File: src/rtl/sequence_generator.sv
// sequence_generator
//
// Serial pattern transmitter. On an accepted start it latches a W-bit
// pattern (either DEFAULT_PAT or the pattern input) and a repeat count.
// It then shifts the pattern out MSB first on o, repeating it
// back-to-back repeat_n+1 times. When the burst ends, done pulses for
// one cycle. Asserting abort during a burst ends it on the next edge
// without a done pulse.
//
// Ports:
//   clk         rising-edge clock
//   rst         asynchronous active-low reset
//   start       burst request, sampled only while idle
//   use_default 1: send DEFAULT_PAT, 0: send pattern (sampled with start)
//   pattern     W-bit pattern to send (sampled with start)
//   repeat_n    burst holds repeat_n+1 pattern copies (sampled with start)
//   abort       synchronous burst cancel, wins over start while idle
//   o           registered serial data, 0 whenever o_valid is low
//   o_valid     high while o carries a pattern bit
//   busy        high from start acceptance until done or abort
//   done        one-cycle pulse after the last bit of a burst
module sequence_generator #(
  parameter int               W           = 4,
  parameter int               CNT_W       = 4,
  parameter logic [W-1:0]     DEFAULT_PAT = 4'b1010
) (
  input  logic             clk,
  input  logic             rst,
  input  logic             start,
  input  logic             use_default,
  input  logic [W-1:0]     pattern,
  input  logic [CNT_W-1:0] repeat_n,
  input  logic             abort,
  output logic             o,
  output logic             o_valid,
  output logic             busy,
  output logic             done
);

  localparam int IDX_W = (W > 2) ? $clog2(W) : 1;

  typedef enum logic {IDLE, SEND} state_t;

  state_t             state, state_n;
  logic [W-1:0]       shreg, shreg_n;
  logic [IDX_W-1:0]   bit_idx, bit_idx_n;
  logic [CNT_W-1:0]   rep, rep_n;
  logic               o_n, o_valid_n, busy_n, done_n;
  logic [W-1:0]       sel_pat;

  assign sel_pat = use_default ? DEFAULT_PAT : pattern;

  // bit_idx holds the index of the bit currently on o. It reaches 0 on
  // the last bit of a copy. The edge that follows then either restarts
  // at the MSB of the next copy or closes the burst.
  always_ff @(posedge clk or negedge rst) begin
    if (!rst) begin
      state   <= IDLE;
      shreg   <= '0;
      bit_idx <= '0;
      rep     <= '0;
      o       <= 1'b0;
      o_valid <= 1'b0;
      busy    <= 1'b0;
      done    <= 1'b0;
    end else begin
      state   <= state_n;
      shreg   <= shreg_n;
      bit_idx <= bit_idx_n;
      rep     <= rep_n;
      o       <= o_n;
      o_valid <= o_valid_n;
      busy    <= busy_n;
      done    <= done_n;
    end
  end

  always_comb begin
    state_n   = state;
    shreg_n   = shreg;
    bit_idx_n = bit_idx;
    rep_n     = rep;
    o_n       = o;
    o_valid_n = o_valid;
    busy_n    = busy;
    done_n    = 1'b0;

    case (state)
      IDLE: begin
        o_n       = 1'b0;
        o_valid_n = 1'b0;
        busy_n    = 1'b0;
        if (start && !abort) begin
          shreg_n   = sel_pat;
          rep_n     = repeat_n;
          o_n       = sel_pat[W-1];
          o_valid_n = 1'b1;
          busy_n    = 1'b1;
          bit_idx_n = IDX_W'(W-1);
          state_n   = SEND;
        end
      end
      SEND: begin
        if (abort) begin
          o_n       = 1'b0;
          o_valid_n = 1'b0;
          busy_n    = 1'b0;
          state_n   = IDLE;
        end else if (bit_idx != '0) begin
          o_n       = shreg[bit_idx - IDX_W'(1)];
          bit_idx_n = bit_idx - IDX_W'(1);
        end else if (rep != '0) begin
          // The next copy starts on the very next cycle, with no gap.
          o_n       = shreg[W-1];
          bit_idx_n = IDX_W'(W-1);
          rep_n     = rep - CNT_W'(1);
        end else begin
          o_n       = 1'b0;
          o_valid_n = 1'b0;
          busy_n    = 1'b0;
          done_n    = 1'b1;
          state_n   = IDLE;
        end
      end
      default: begin
        state_n   = IDLE;
        o_n       = 1'b0;
        o_valid_n = 1'b0;
        busy_n    = 1'b0;
      end
    endcase
  end

endmodule

File: config.mk
export PLATFORM = sky130hd
export DESIGN_NAME = sequence_generator
export DESIGN_NICKNAME = d
export VERILOG_FILES = /design/src/rtl/sequence_generator.sv
export SDC_FILE = /design/constraint.sdc
export NUM_CORES = 1
export LEC_CHECK = 0
export CAP_MARGIN = 20
export CORE_MARGIN = 2
export CORE_UTILIZATION = 51
export CTS_BUF_LIST = sky130_fd_sc_hd__clkbuf_2
export CTS_CLUSTER_DIAMETER = 200
export DETAILED_ROUTE_END_ITERATION = 8
export PLACE_DENSITY = 0.8
export SYNTH_ARGS = -nofsm -noshare
export SYNTH_HDL_FRONTEND = slang
export SYNTH_SLANG_ARGS = --single-unit
File: constraint.sdc
create_clock -name clk -period 2.3 [get_ports clk]
set_input_delay 0.23 -clock clk [delete_from_list [all_inputs] [get_ports clk]]
set_output_delay 0.23 -clock clk [all_outputs]
set_load 0.01 [all_outputs]
# Yosys cells after proc, flatten, opt, wreduce, memory -nomap -nowiden
# Cells that the tools add are included.
op_classes:
  reduce_logical: 8
  add_sub_neg: 2
  bitwise: 1
  mux: 31
  n_eq_ne: 7
  n_lt_le_gt_ge: 1
ops:
  columns: ["op", "n"]
  rows:
  - ["4-bit 2-to-1 mux", 5]
  - ["1-bit 2-to-1 mux", 16]
  - ["2-bit 2-to-1 mux", 4]
  - ["4-bit one-hot mux with 2 select lines", 1]
  - ["2-bit != test (second input constant)", 3]
  - ["3-bit != test (second input constant)", 2]
  - ["1-bit one-hot mux with 2 select lines", 3]
  - ["2-bit one-hot mux with 2 select lines", 1]
  - ["2-bit AND reduction", 2]
  - ["4-bit AND reduction", 1]
  - ["4-bit nonzero test", 1]
  - ["4-bit by 1-bit subtractor with 4-bit output (second input constant)", 1]
  - ["2-bit by 3-bit less-than comparator with 1-bit output (second input constant)", 1]
  - ["3-bit by 1-bit != test with 1-bit output (second input constant)", 1]
  - ["3-bit AND reduction", 1]
  - ["1-bit binary-select mux with 2-bit select", 1]
  - ["2-bit by 1-bit != test with 1-bit output (second input constant)", 1]
  - ["2-bit nonzero test", 1]
  - ["2-bit by 1-bit subtractor with 2-bit output (second input constant)", 1]
  - ["1-bit logical AND", 1]
  - ["1-bit logical NOT", 1]
  - ["1-bit NOT", 1]
totals:
  word_cells: 57
  regBits: 14
  input_bits: 13
  out_inout_bits: 4

# Logic depth before layout (Yosys ltp)
# Gate-level depths: netlist of run 1.
logic_depth:
  ltp_word: 6
  depth_mapped: 5

# Least setup slack after synthesis of run 1
# OpenSTA, ideal clock, no wires.
synth_path:
  path_type: "register to register"
  startpoint: "reg bit_idx[0]"
  endpoint: "reg o"
  required_ps: 2180
  synth_period_minus_slack_ps: 1631
  n_path_buf: 0
  t_arrival_ps: 1511
  stages_incl_launch_ff: 5
  path_slack_ps: 669
  cell_sequence: "dfrtp_1 -> inv_1 -> ha_1 -> or4_1 -> a41o_1"
synth_via:
  elab_chain_len: 6
synth_rtl:
  columns: ["item", "line_no", "rtl"]
  rows:
  - ["start, declared", "46", "logic [IDX_W-1:0] bit_idx, bit_idx_n;"]
  - ["start signal, assigned", "69", "bit_idx <= bit_idx_n;"]
  - ["2-bit by 1-bit subtractor with 2-bit output", "110", "o_n = shreg[bit_idx - IDX_W'(1)];"]
  - ["1-bit binary-select mux with 2-bit select", "110", null]
  - ["1-bit 2-to-1 mux (not written as such)", "110", null]
  - ["1-bit 2-to-1 mux *", "109", "end else if (bit_idx != '0) begin"]
  - ["1-bit 2-to-1 mux *", "104", "if (abort) begin"]
  - ["1-bit one-hot mux with 2 select lines *", "88", "case (state)"]
  - ["named net o_n", "48", "logic o_n, o_valid_n, busy_n, done_n;"]
  - ["end signal, assigned", "71", "o <= o_n;"]
  - ["end, declared", "34", "output logic o,"]
# Mark *: on every way through the listed nets, which the timed path passes. The rest lies on a longest branch. The select of a mux whose other input is x is not followed.
# A chain may end at the register's enable or synchronous reset.

# Worst setup path in the final report of run 1
# Ends and elaborated chain as after synthesis.

==> flow_summary.ini, run 1 <==
[sta]
slew_headroom = 0.553
setup_viol = 0
period_needed_ns = 1.74
tightest_slew_ns = 0.670
fin_setup_tns_ns = 0
rsz0062_at_grt = false
clock-skew-final_ns = 0.00363
hold_violations = 0
finalCritPeriodShare = 0.757
fmax_mhz = 575
finalMaxSlewViolations = 0

[power_and_ir_drop]
total_leakage_power_nw = 0.445
total_power_mw = 0.704
switching_power_mw = 0.241
seqPwrFrac = 0.511
p_comb_frac = 0.324
peakVddDrop_mv = 0.527
p_clk_frac = 0.164
p_int_mw = 0.463
powerDensity_mw_per_mm2 = 737
sw_frac_of_total = 0.342

[yosys]
synth_warnings = 0
synthesis.area_sq_um = 790
synth_top_area_share = 0.444
yosys-top-cells-area = dfrtp_1 44%, nand2_1 4.8%, mux2_4 3.8%, nor2_1 3.3%, ha_1 3.2%
yosysSeqAreaShare = 0.444
postSynthAreaPerCell_sq_um = 9.99
ys_types = 34
syn_inst = 79
ys_ff_latch = 14
syn_nets = 94
yosysTopAreaCell = dfrtp_1

[cells_and_area]
nFillCells = 130
final_cell_mix = 16 x clkdlybuf4s50_1, 14 x dfrtp_1, 10 x nand2_1, 7 x nor2_1, 5 x inv_1
mostFrequentLayoutCell = clkdlybuf4s50_1
drive_gt1_frac = 0.0947
multi_input_area_sq_um = 387
finish.net_count = 111
antenna_cells = 0
syn2layout_area_growth_pct = 20.9
ff_latch_area_sq_um = 350

[detailed_routing]
vias = 630
postRouteAntennaNets = 0
wl_um = 1560
drtPass1Iterations = 4
drt-initial-drc-count = 9
wire_per_inst_um = 14.0
drcViolationCount = 0
viasPerCell = 5.68

[global_route]
grt_pass1_vias = 625
track_usage = 0.200
grt_max_degree = 18
antenna_found_initial = 0
grt_pass1_wl_um = 2760
grt_overflow = 0

[setup_path]
cp_max_fo = 5
crit_type = reg2reg
crit_arrival_ns = 1.92
worstSetupStartpointType = register
critPathRequiredTime_ns = 2.48
end_kind = register

[clock_tree]
ctsHoldBuffers = 0
clk_pin_slew_ns = 0.13
cts_root_buffer = clkbuf_2
cts_sinks = 14
cts_setup_buffers = 0
worstSkewPairLatency_ns = 0.27
clockBufferDepth = 2
tritoncts = built
cts_max_level = 1
postCtsResizedCells = 0
numCtsBuffers = 3

[job]
maxCapViolations = 0

[placed_design]
portBuffers = 16
place_hpwl_um = 1140
gp_congestion = 0.846

[die]
fp.dieArea_sq_mm = 0.00188
row_count = 14
die_h_um = 43.3
die_w_um = 43.3
core_region_area_sq_mm = 0.00147
start_util = 0.537
num_io_pins = 17

[status]
status = finished, final reports clean

[worst_hold_path]
hold_path_class = in2async
[registers in the layout, indices dropped and copies added (netlist names)]
register  cells
rep           4
shreg         4
bit_idx       2
busy          1
done          1
o             1
state         1
[power by group through the flow]
stage	Combinational (mW)	Sequential (mW)	Clock, mW
floorplan	0.176	0.342	0
CTS	0.231	0.359	0.122
global route	0.255	0.371	0.136
global placement	0.220	0.359	0
detailed placement	0.227	0.363	0
finish	0.228	0.360	0.116
[layout make-up]
cell class | count | share of cell area
clock buffer | 3 | 0.0157
clock inverter | 1 | 0.00393
inverter | 5 | 0.0197
multi-input combinational | 56 | 0.405
sequential | 14 | 0.367
tap | 16 | 0.0210
timing repair buffer | 16 | 0.168
[per-layer routing]
metal,part of all wire,track usage,wire (um)
met5,0,0,0
met1,0.48,0.271,742
met2,0.44,0.290,687
met3,0.052,0.0583,81
met4,0.028,0.109,44
[path summary, 6_finish.rpt]
check,startpoint,to,slack (ns),depth (start not counted)
hold / removal,rst,rep[1],0.32,1
hold reg to reg,shreg[2],shreg[2],0.48,2
max in group asynchronous,rst,o,1.58,1
setup reg to reg,bit_idx[0],o,0.56,4
min in group clk,shreg[2],shreg[2],0.48,2
setup / recovery,bit_idx[0],o,0.56,4
[critical path, stage by stage, from the launching register on]
cell	delay, ns
dfrtp_1	0.45
inv_1	0.08
ha_1	0.34
or4_1	0.53
a41o_1	0.25
[logic make-up after synthesis]
group | synth area share
buffers and inverters | 0.0666
AND/OR/NAND/NOR | 0.225
AO/OA/AOI/OAI | 0.170
flip-flops | 0.444
multiplexers | 0.0634
adder cells (fa/ha/maj) | 0.0317
[cells in the mapped netlist]
| cell | n |
|---|---|
| a21o_1 | 2 |
| a21oi_1 | 2 |
| a311oi_1 | 1 |
| a31oi_1 | 2 |
| a41o_1 | 1 |
| and4bb_2 | 1 |
| buf_4 | 1 |
| buf_6 | 2 |
| clkbuf_1 | 1 |
| dfrtp_1 | 14 |
| ha_1 | 2 |
| inv_1 | 5 |
| mux2_4 | 2 |
| mux2i_1 | 2 |
| nand2_1 | 10 |
| nand2b_1 | 2 |
| nand3_1 | 2 |
| nand3b_1 | 3 |
| nand4_1 | 1 |
| nor2_1 | 7 |
| nor3_1 | 1 |
| nor3b_1 | 1 |
| nor4_1 | 1 |
| o211ai_1 | 1 |
| o21ai_0 | 2 |
| o21ai_4 | 1 |
| o21bai_1 | 1 |
| o221ai_1 | 1 |
| o22a_1 | 2 |
| o311a_1 | 1 |
| or2_2 | 1 |
| or3b_1 | 1 |
| or3b_2 | 1 |
| or4_1 | 1 |
[through the flow]
step           std cells  worst slack, ns   util  hold WS, ns  instance area [sq um]
2_1_floorplan         79            0.669      -      -0.0656                    790
3_3_place_gp         107            0.492  0.636        0.461                    936
3_5_place_dp         107            0.468  0.636        0.461                    936
4_1_cts              111            0.542  0.649        0.334                    955
5_1_grt              111            0.489  0.649        0.361                    955
6_report             111            0.559  0.649        0.323                    955
Power figures use the tool's default switching activity.
==> run 2: changes to the inputs <==
Settings changed: CORE_UTILIZATION 51 to 46, PLACE_DENSITY 0.8 to 0.76.
Clock period 2.3 ns to 1.5 ns, I/O delays scaled along.
==> run 2 against run 1 <==
Against the previous run: sequential cell count unchanged; routed wire length grew 13%; power is 87% higher; clock power up 57%; critical path depth did not move; non-clock buffer count rose by 18; combinational power rose to 2.7 times the previous value; clock skew down 0.0013 ns; clock-buffer cell count unchanged; critical endpoint unchanged; largest cell class unchanged.
==> flow_summary.ini, run 2 (synthesized netlist as in run 1, its figures left out) <==
[status]
status = finished, final reports clean

[setup_path]
crit_chain = inv_2 > ha_4 > or4_4 > a41o_1
cp_max_fo = 2
crit_arrival_ns = 1.68
end_kind = register
timing.critical_path.buf_inv = 1
max_stage_delay_ns = 0.52
cp_top_family = simple AND/OR/NAND/NOR gates
crit_type = reg2reg
cp_slowest_cell = or4_4
worstSetupStartpointType = register
critPathRequiredTime_ns = 1.68

[clock_tree]
clk_pin_slew_ns = 0.14
cts_max_level = 1
tritoncts = built
worstSkewPairLatency_ns = 0.28
numCtsBuffers = 3
cts_root_buffer = clkbuf_2
cts_sinks = 14
clockBufferDepth = 2
ctsHoldBuffers = 0

[detailed_routing]
wire_per_inst_um = 13.6
postRouteAntennaNets = 0
viasPerCell = 5.52
drtPass1Iterations = 4
drcViolationCount = 0
drt-initial-drc-count = 11
wl_um = 1750
vias = 712

[cells_and_area]
drive_gt1_frac = 0.292
multi_input_area_sq_um = 418
utilization = 0.719
final_cell_mix = 18 x buf_4, 16 x clkdlybuf4s50_1, 14 x dfrtp_1, 10 x nand2_1, 7 x nor2_1
layout.cells.non_filler = 129
syn2layout_area_growth_pct = 42.0
nFillCells = 123
finish.net_count = 129
ff_latch_area_sq_um = 350
mostFrequentLayoutCell = buf_4
largestRegisters = rep (4), shreg (4), bit_idx (2)
antenna_cells = 0

[sta]
slew_headroom = 0.727
fin_ws_ns = 0.00253
setup_viol = 0
clock-skew-final_ns = 0.00234
period_needed_ns = 1.50
finalCritPeriodShare = 0.998
rsz0062_at_grt = true
fmax_mhz = 668
finalMaxSlewViolations = 0
hold_slack_ns = 0.158
hold_violations = 0
tightest_slew_ns = 0.407

[power_and_ir_drop]
powerDensity_mw_per_mm2 = 1180
total_leakage_power_nw = 0.526
peakVddDrop_mv = 0.627

[placed_design]
portBuffers = 16
place_inst = 119
post-place-ws_ns = -0.121
gp_congestion = 0.849
place_hpwl_um = 1240

[worst_hold_path]
hold_path_class = in2async

[global_route]
grt_overflow = 0
grt_max_degree = 15
antenna_found_initial = 0
track_usage = 0.192
grt_pass1_vias = 687
grt_pass1_wl_um = 2820

[job]
maxCapViolations = 0

[die]
num_io_pins = 17
die_h_um = 45.4
start_util = 0.506
fp.dieArea_sq_mm = 0.00206
row_count = 14
die_w_um = 45.4
core_region_area_sq_mm = 0.00156
==> run 2: what timing repair did <==
action | 4_1_cts | 5_1_grt
pin swaps | 0 | 3
setup endpoints to repair | 4 | 5
setup buffers | 2 | 4
gates resized for setup | 1 | 4
==> run 2: layout make-up <==
cell class              count  share of cell area
repair buffers             34               0.263
multi-input cells          56               0.373
flip-flops and latches     14               0.312
inverters                   5              0.0167
clock buffers               3              0.0134
well taps                  16              0.0179
clock inverters             1             0.00335
==> run 2: path summary, 6_finish.rpt <==
path	endpoint	startpoint	slack, ns	depth (start not counted)
max in group asynchronous	o	rst	1.18	2
min in group clk	shreg[2]	pattern[2]	0.41	3
setup / recovery	o	bit_idx[0]	0.003	4
setup reg to reg	o	bit_idx[0]	0.003	4
hold / removal	rep[1]	rst	0.16	2
hold reg to reg	shreg[1]	shreg[1]	0.48	2
==> run 2: power by group <==
group	internal, mW	switching, mW
combinational	0.367	0.241
clock	0.0579	0.124
sequential	0.457	0.0703
total	0.882	0.436
==> run 2: per-stage QoR <==
step,area [sq um],TNS (ns),power [mW]
2_1_floorplan,805,0,0.819
3_3_place_gp,1040,-0.375,1.01
3_5_place_dp,1040,-0.447,1.03
4_1_cts,1080,0,1.24
5_1_grt,1120,-0.0729,1.40
6_report,1120,0,1.32
==> run 2: routing by layer <==
layer  GRT usage  vias up  share of wire
met2       0.299       26           0.48
met3      0.0238        2          0.043
met4       0.100        0         0.0097
met1       0.261      332           0.47
met5           0        -              0
li1            -      352              -
==> run 2: worst reg2reg max path: cells and delay by family (launching register included) <==
| kind | cells | cell delay (ns) |
|---|---|---|
| adders and majority gates | 1 | 0.20 |
| buffers and inverters | 1 | 0.08 |
| DFF | 1 | 0.42 |
| and+or+nand+nor | 1 | 0.52 |
| AOI/OAI and AO/OA | 1 | 0.19 |
==> run 3: changes to the inputs <==
Settings changed: CTS_CLUSTER_DIAMETER 200 to 40.
==> results of run 3 <==
No change in the layout: final DEF, timing and power equal those of run 2.
